### config.mk
export PLATFORM = sky130hd
export DESIGN_NAME = ser_frame_rx
export DESIGN_NICKNAME = d
export VERILOG_FILES = /design/src/rtl/ser_frame_rx.sv
export SDC_FILE = /design/constraint.sdc
export NUM_CORES = 1
export LEC_CHECK = 0
export CAP_MARGIN = 20
export CORE_MARGIN = 10
export CORE_UTILIZATION = 53
export CTS_CLUSTER_SIZE = 25
export DETAILED_ROUTE_END_ITERATION = 12
export PLACE_DENSITY = 0.75
export REMOVE_ABC_BUFFERS = 1
export SYNTH_ARGS = -nofsm -noshare
export SYNTH_HDL_FRONTEND = slang
export SYNTH_SLANG_ARGS = --single-unit
### constraint.sdc
create_clock -name ser_clk -period 2.71 [get_ports ser_clk]
set_clock_uncertainty 0.15 [all_clocks]
set_input_delay 0.6775 -clock ser_clk [delete_from_list [all_inputs] [get_ports ser_clk]]
set_output_delay 0.6775 -clock ser_clk [all_outputs]
set_load 0.005 [all_outputs]
### src/rtl/ser_frame_rx.sv
// Serial frame receiver: hunts for preamble 0xAB / SFD 0x28, collects src, dst,
// stype and 16-bit data MSB first, and presents the packet with valid/ready handshake.
module ser_frame_rx #(
  parameter int unsigned STYPE_MAX = 9
) (
  input  logic        ser_clk,
  input  logic        reset,
  input  logic        ser_in,
  output logic [7:0]  pkt_src,
  output logic [7:0]  pkt_dst,
  output logic [7:0]  pkt_stype,
  output logic [15:0] pkt_data,
  output logic        pkt_valid,
  input  logic        pkt_ready,
  output logic [7:0]  frame_cnt,
  output logic [7:0]  err_cnt,
  output logic        overflow
);

  typedef enum logic [2:0] {
    HUNT  = 3'd0,
    SFD   = 3'd1,
    SRC   = 3'd2,
    DST   = 3'd3,
    STYPE = 3'd4,
    DATA  = 3'd5,
    CHECK = 3'd6
  } state_t;

  localparam logic [7:0] STYPE_LIM = 8'(STYPE_MAX);

  state_t      state_r, state_s;
  logic [3:0]  cnt_r, cnt_s;
  logic [7:0]  sreg_r;
  logic [7:0]  byte_s;
  logic        byte_done_s;
  logic        sfd_err_s;
  logic [7:0]  src_cap_r, dst_cap_r, stype_cap_r;
  logic [15:0] data_cap_r;
  logic [7:0]  pkt_src_r, pkt_dst_r, pkt_stype_r;
  logic [15:0] pkt_data_r;
  logic        pkt_valid_r, overflow_r;
  logic [7:0]  frame_cnt_r, err_cnt_r;
  logic        accept_s, load_s, ovf_s, chk_err_s, err_inc_s;

  // The byte completing on this edge includes the bit being sampled now.
  assign byte_s      = {sreg_r[6:0], ser_in};
  assign byte_done_s = (cnt_r == 4'd7);
  assign accept_s    = pkt_valid_r & pkt_ready;

  // Next-state and bit-counter logic.
  always_comb begin
    state_s   = state_r;
    cnt_s     = cnt_r + 4'd1;
    sfd_err_s = 1'b0;
    case (state_r)
      HUNT: begin
        cnt_s = 4'd0;
        if (byte_s == 8'hAB) state_s = SFD;
        else                 state_s = HUNT;
      end
      SFD: begin
        if (byte_done_s) begin
          cnt_s = 4'd0;
          if (byte_s == 8'h28) begin
            state_s = SRC;
          end else begin
            state_s   = HUNT;
            sfd_err_s = 1'b1;
          end
        end else begin
          state_s = SFD;
        end
      end
      SRC: begin
        if (byte_done_s) begin state_s = DST;   cnt_s = 4'd0; end
        else             begin state_s = SRC; end
      end
      DST: begin
        if (byte_done_s) begin state_s = STYPE; cnt_s = 4'd0; end
        else             begin state_s = DST; end
      end
      STYPE: begin
        if (byte_done_s) begin state_s = DATA;  cnt_s = 4'd0; end
        else             begin state_s = STYPE; end
      end
      DATA: begin
        if (cnt_r == 4'd15) begin state_s = CHECK; cnt_s = 4'd0; end
        else                begin state_s = DATA; end
      end
      CHECK: begin
        state_s = HUNT;
        cnt_s   = 4'd0;
      end
      default: begin
        state_s = HUNT;
        cnt_s   = 4'd0;
      end
    endcase
  end

  // Frame disposition in CHECK: drop bad stype, load, or flag overflow.
  always_comb begin
    load_s    = 1'b0;
    ovf_s     = 1'b0;
    chk_err_s = 1'b0;
    if (state_r == CHECK) begin
      if (stype_cap_r > STYPE_LIM)          chk_err_s = 1'b1;
      else if (!pkt_valid_r || accept_s)    load_s    = 1'b1;
      else                                  ovf_s     = 1'b1;
    end else begin
      load_s    = 1'b0;
      ovf_s     = 1'b0;
      chk_err_s = 1'b0;
    end
  end

  // SFD and CHECK errors occur in different states, so at most one fires per edge.
  assign err_inc_s = sfd_err_s | chk_err_s | ovf_s;

  // State, shift register and field capture.
  always_ff @(posedge ser_clk) begin
    if (reset) begin
      state_r     <= HUNT;
      cnt_r       <= 4'd0;
      sreg_r      <= 8'd0;
      src_cap_r   <= 8'd0;
      dst_cap_r   <= 8'd0;
      stype_cap_r <= 8'd0;
      data_cap_r  <= 16'd0;
    end else begin
      state_r <= state_s;
      cnt_r   <= cnt_s;
      sreg_r  <= byte_s;
      case (state_r)
        SRC:     if (byte_done_s) src_cap_r   <= byte_s;
        DST:     if (byte_done_s) dst_cap_r   <= byte_s;
        STYPE:   if (byte_done_s) stype_cap_r <= byte_s;
        DATA:    data_cap_r <= {data_cap_r[14:0], ser_in};
        default: data_cap_r <= data_cap_r;
      endcase
    end
  end

  // Packet outputs, handshake and event counters.
  always_ff @(posedge ser_clk) begin
    if (reset) begin
      pkt_src_r   <= 8'd0;
      pkt_dst_r   <= 8'd0;
      pkt_stype_r <= 8'd0;
      pkt_data_r  <= 16'd0;
      pkt_valid_r <= 1'b0;
      overflow_r  <= 1'b0;
      frame_cnt_r <= 8'd0;
      err_cnt_r   <= 8'd0;
    end else begin
      if (load_s) begin
        pkt_src_r   <= src_cap_r;
        pkt_dst_r   <= dst_cap_r;
        pkt_stype_r <= stype_cap_r;
        pkt_data_r  <= data_cap_r;
        pkt_valid_r <= 1'b1;
        frame_cnt_r <= frame_cnt_r + 8'd1;
      end else if (accept_s) begin
        pkt_valid_r <= 1'b0;
      end
      overflow_r <= ovf_s;
      if (err_inc_s && (err_cnt_r != 8'hFF)) err_cnt_r <= err_cnt_r + 8'd1;
    end
  end

  assign pkt_src   = pkt_src_r;
  assign pkt_dst   = pkt_dst_r;
  assign pkt_stype = pkt_stype_r;
  assign pkt_data  = pkt_data_r;
  assign pkt_valid = pkt_valid_r;
  assign frame_cnt = frame_cnt_r;
  assign err_cnt   = err_cnt_r;
  assign overflow  = overflow_r;

endmodule

# After elaboration in Yosys (flattened, before gate mapping)
# Cells that the tools add are included.
[op_classes]
n_eq_ne = 11
add_sub_neg = 3
n_bitwise = 3
mux = 24
n_lt_le_gt_ge = 1
reduce_logical = 9
[op_table]
columns = ["cell", "count"]
rows = [
  ["3-bit case mux with 6 select lines", 1],
  ["8-bit by 1-bit adder with 8-bit output, second input constant", 2],
  ["1-bit 2-to-1 mux", 16],
  ["3-bit == test, second input constant", 3],
  ["8-bit by 6-bit == test with 1-bit output, second input constant", 1],
  ["8-bit == test, second input constant", 1],
  ["8-bit by 4-bit greater-than comparator with 1-bit output, second input constant", 1],
  ["4-bit 2-to-1 mux", 2],
  ["8-bit != test, second input constant", 1],
  ["4-bit case mux with 2 select lines", 1],
  ["3-bit by 2-bit == test with 1-bit output, second input constant", 2],
  ["3-bit 2-to-1 mux", 2],
  ["2-bit AND reduction", 3],
  ["4-bit by 1-bit adder with 4-bit output, second input constant", 1],
  ["4-bit by 3-bit == test with 1-bit output, second input constant", 1],
  ["4-bit == test, second input constant", 1],
  ["2-bit 2-to-1 mux", 2],
  ["4-bit OR reduction", 1],
  ["3-bit by 1-bit == test with 1-bit output, second input constant", 1],
  ["3-bit logical NOT", 1],
  ["1-bit OR", 2],
  ["2-bit nonzero test", 1],
  ["1-bit AND", 1],
  ["1-bit logical AND", 1],
  ["other kinds (2)", 2],
]
[word_totals]
elab_cells = 66
ff_bits = 112
out_inout_bits = 58

# Logic depth before layout (Yosys ltp)
# Gate-level depths: netlist (run 1).
[logic_depth]
word_depth = 7
mapped_depth = 8
depth_no_buf = 6

# Worst setup path after synthesis (run 1)
# Ideal clock, no wire load.
[synth_path]
path_kind = "in2reg"
from = "in ser_in"
to = "reg err_cnt_r[6] (netlist: err_cnt[6])"
t_required_ns = 2.439
path_slack_ns = 0.546
n_path_buf = 0
setup_ns = 0.121
stages = 5
t_arrival_ns = 1.893
cell_sequence = "nor3_2 > or4b_4 > a22oi_4 > nor4b_1 > mux2_2"
[synth_via]
elab_chain_cells = 7
[synth_lines]
columns = ["item", "line_no", "text"]
rows = [
  ["start: declaration", "8", "input logic ser_in,"],
  ["8-bit by 6-bit == test with 1-bit output", "65", "if (byte_s == 8'h28) begin"],
  ["1-bit 2-to-1 mux", "65", ""],
  ["1-bit 2-to-1 mux", "63", "if (byte_done_s) begin"],
  ["1-bit 2-to-1 mux", "56", "case (state_r)"],
  ["1-bit OR (2 in a row)", "119", "assign err_inc_s = sfd_err_s | chk_err_s | ovf_s;"],
  ["1-bit logical AND", "168", "if (err_inc_s && (err_cnt_r != 8'hFF)) err_cnt_r <= err_cnt_r + 8'd1;"],
  ["end signal: assignment", "168", ""],
  ["end: declaration", "43", "logic [7:0] frame_cnt_r, err_cnt_r;"],
]
# No other way between the ends.
# A chain may end at the register's enable or synchronous reset.

# Worst setup path after layout (run 1)
# Same ends and word-level chain as after synthesis.

==> results of run 1 <==
[final timing paths]
kind / end / slack, ns
worst min-delay path: pkt_data[9] / 0.31
worst min register to register: pkt_data[9] / 0.31
worst max-delay path: err_cnt[6] / 0.30
worst max register to register: err_cnt[6] / 0.54
[cell families after synthesis]
kind of cell | count (synthesis)
buffers and inverters | 34
adder cells (fa/ha/maj) | 3
AND/OR/NAND/NOR | 210
XOR/XNOR | 9
multiplexers | 26
flip-flops | 112
AO/OA/AOI/OAI | 83
[synthesized netlist by cell type, drive strengths merged, types with 6 or more instances]
library cell  instances  area, um^2
nand2               114         428
dfxtp               112        2240
a21oi                66         330
nor2                 36         135
mux2i                24         240
clkbuf               18        67.6
buf                  11        65.1
nor2b                 9        56.3
nor3                  8        45.0
nand4                 6        37.5
o21ai                 6        30.0
[worst register-to-register path: stages, from the launching register on]
cell and delay [ns]:
dfxtp_1 0.38, ha_1 0.21, and3b_2 0.24, and4bb_4 0.26, a22oi_4 0.10, nor4b_1 0.35
mux2_2 0.38
[metal layers]
layer	routed length [um]	share of wire	GRT usage	up-vias
met5	0	0	0	-
met4	60	0.0069	0.0548	0
met3	537	0.062	0.0448	8
met2	4370	0.50	0.264	64
met1	3750	0.43	0.170	1547
li1	-	-	-	1706
[state kept, by name, summed over array words and instances, names as in the netlist]
name,flops
src_cap_r,8
err_cnt,8
sreg_r,7
dst_cap_r,8
stype_cap_r,8
pkt_src,8
cnt_r,4
pkt_stype,8
data_cap_r,16
pkt_valid,1
frame_cnt,8
overflow,1
pkt_data,16
state_r,3
pkt_dst,8
[where the power goes]
part	switching (W)	total, W	internal (W)
Sequential	0.00000400	0.00165	0.00165
Clock	0.000562	0.00100	0.000439
Combinational	0.0000295	0.0000413	0.0000118
Total	0.000596	0.00269	0.00210
[layout make-up]
| class | instances | area share |
|---|---|---|
| flip-flops and latches | 112 | 0.435 |
| multi-input cells | 331 | 0.354 |
| repair buffers | 75 | 0.143 |
| well taps | 102 | 0.0247 |
| clock buffers | 9 | 0.0240 |
| clock inverters | 7 | 0.0155 |
| inverters | 5 | 0.00364 |
[stage by stage]
step | worst slack [ns] | setup TNS (ns) | area [um^2] | util | total power, W
floorplan | 0.145 | 0 | 4090 | - | 0.00169
finish | 0.297 | 0 | 5160 | 0.668 | 0.00269
detailed placement | -0.0973 | -0.342 | 4950 | 0.641 | 0.00173
global route | 0.192 | 0 | 5160 | 0.668 | 0.00279
CTS | 0.282 | 0 | 5160 | 0.668 | 0.00272
global placement | -0.0798 | -0.249 | 4950 | 0.641 | 0.00173
==> results.md, run 1 <==
* # diodes at 0
* Final hold slack at 0.307 ns
* FF+latch count, synth at 112
* Most common cell after layout, fill and taps aside: nand2_1
* CTS Sinks at between 100 and 150
* Via count at ~3300
* Worst VDD drop at ~0.28 mV
* Initial DRC count at ~120
* Final instance count without filler cells at about 640
* Reg2Reg Launch Point: cnt_r[0]
* Residual DRC at 0
* Cells after Synth at between 400 and 500
* FP Rows at 32
* Cts bufs inserted at 9
* # placed instances at between 600 and 700
* Slew headroom at 0.523
* Share of cells above drive strength 1 at 0.0779
* Layout fillers at about 640
* Crit path buffers/inverters at 1
* Area of the multi-input gates at roughly 1800 um^2
* Worst-Skew Late Latency at between 0.3 and 0.4 ns
* Final min period at between 2 and 2.5 ns
* CORE AREA at between 7000 and 8000 um^2
* FF-to-FF path depth at 6
* Hold wc startpoint: pkt_data[9]
* Input/output buffers at 61
* Clock Tree Buf Depth at 2
* Crit path max-delay family: simple AND/OR/NAND/NOR gates
* Synth warnings at 0
* EDFF count, synth at 0
* DP Wirelength at a little over 6000 um
* Synth unique cells at 44
* Initial antenna violation count at 0
* Synth Area per Inst at 8.85 um^2
* CP arrival at 2.53 ns
* Period utilisation layout at 0.891
* Largest net degree at the start of global routing at between 40 and 50
* Crit path launch type: input port
* Largest fanout on the critical path at 9
* Hold depth at 2
* Post-Route WL at 8730 um
* Hold Violations, Final at 0
* Status: completed
* Post-Synth XOR/XNOR Area at 0.0187
* CP peak stage delay at roughly 0.50 ns
* CTS tree: built
* Routed WL per cell at 13.6 um
* Slew at the pin closest to its max-slew limit at 0.710 ns
* Hold Buf Count CTS at 0
* Post-synthesis mux area share at 0.0622
* H-tree depth at 3
* Die ar. at ~12000 um^2
* Fraction of registers with async set/reset at 0
* Initial cell density of the core at 0.546
* Max Cap Viol at 0
* Ports at a little over 60
* Mapped cell area at 4220 um^2
* Area growth syn-to-layout at 22.2%
* Slowest stage cell, crit path: or4b_4
* GR Util All Layers at 0.151
* Pre-Repair DR Iteration Count at 6
* FMAX at around 410 MHz
* Placer Congestion at 0.806
* Register Area at between 2000 and 2500 um^2
* Max Slew Vio Count at 0
* Die width at between 100 and 150 um
* Setup Crit Path Kind: input port to register
* Crit path from: ser_in
* Seq/Total Area, Yosys at 0.531
* Worst path required time at 2.82 ns
* Die Ht at between 100 and 150 um
* Critical path depth in cells at 6
* Commonest cells after routing, fill and taps aside: 114 x nand2_1, 112 x dfxtp_1, 66 x a21oi_1
* HP Class: register to register
* Clk slew on worst S/H paths at about 0.1 ns
* Clk root buf: clkbuf_8
* CTS resizes at 0
* Setup violators final at 0
* Worst-path cell chain: clkdlybuf4s50_1 > nor3_2 > or4b_4 > a22oi_4 > nor4b_1 > mux2_2
* DRT antenna net count at 0
* Worst setup EP type: register
* Main combinational cell family by area after synthesis: simple AND/OR/NAND/NOR gates
* NumNets Final at approximately 540
* Vias in the first global route at around 3300
* Post-Synth Simple-Gate Area at 0.235
* Gr ovfl total at 0
* Leakage at about 1.9 nW
* Total power divided by cell area at approximately 520 nW/um^2
* First-pass GRT wire length at 14800 um
* Top FF cell, synth: dfxtp_1
* Adder-cell share of the synthesized area at 0.00889
* Routed vias/inst at between 5 and 6
* Setup bufs post-CTS at 0
* RSZ-0062 raised after global routing: false
* Synth Area in Compound Gates at 0.108
No activity file was read; power rests on OpenSTA's default activity.
==> inputs of run 2 (changes only) <==
--- a/config.mk
+++ b/config.mk
@@ -5,7 +5,6 @@
 export SDC_FILE = /design/constraint.sdc
 export NUM_CORES = 1
 export LEC_CHECK = 0
-export CAP_MARGIN = 20
 export CORE_MARGIN = 10
 export CORE_UTILIZATION = 53
 export CTS_CLUSTER_SIZE = 25
==> results of run 2 <==
Same layout as run 1: the final DEF is identical, and so are final timing and power.
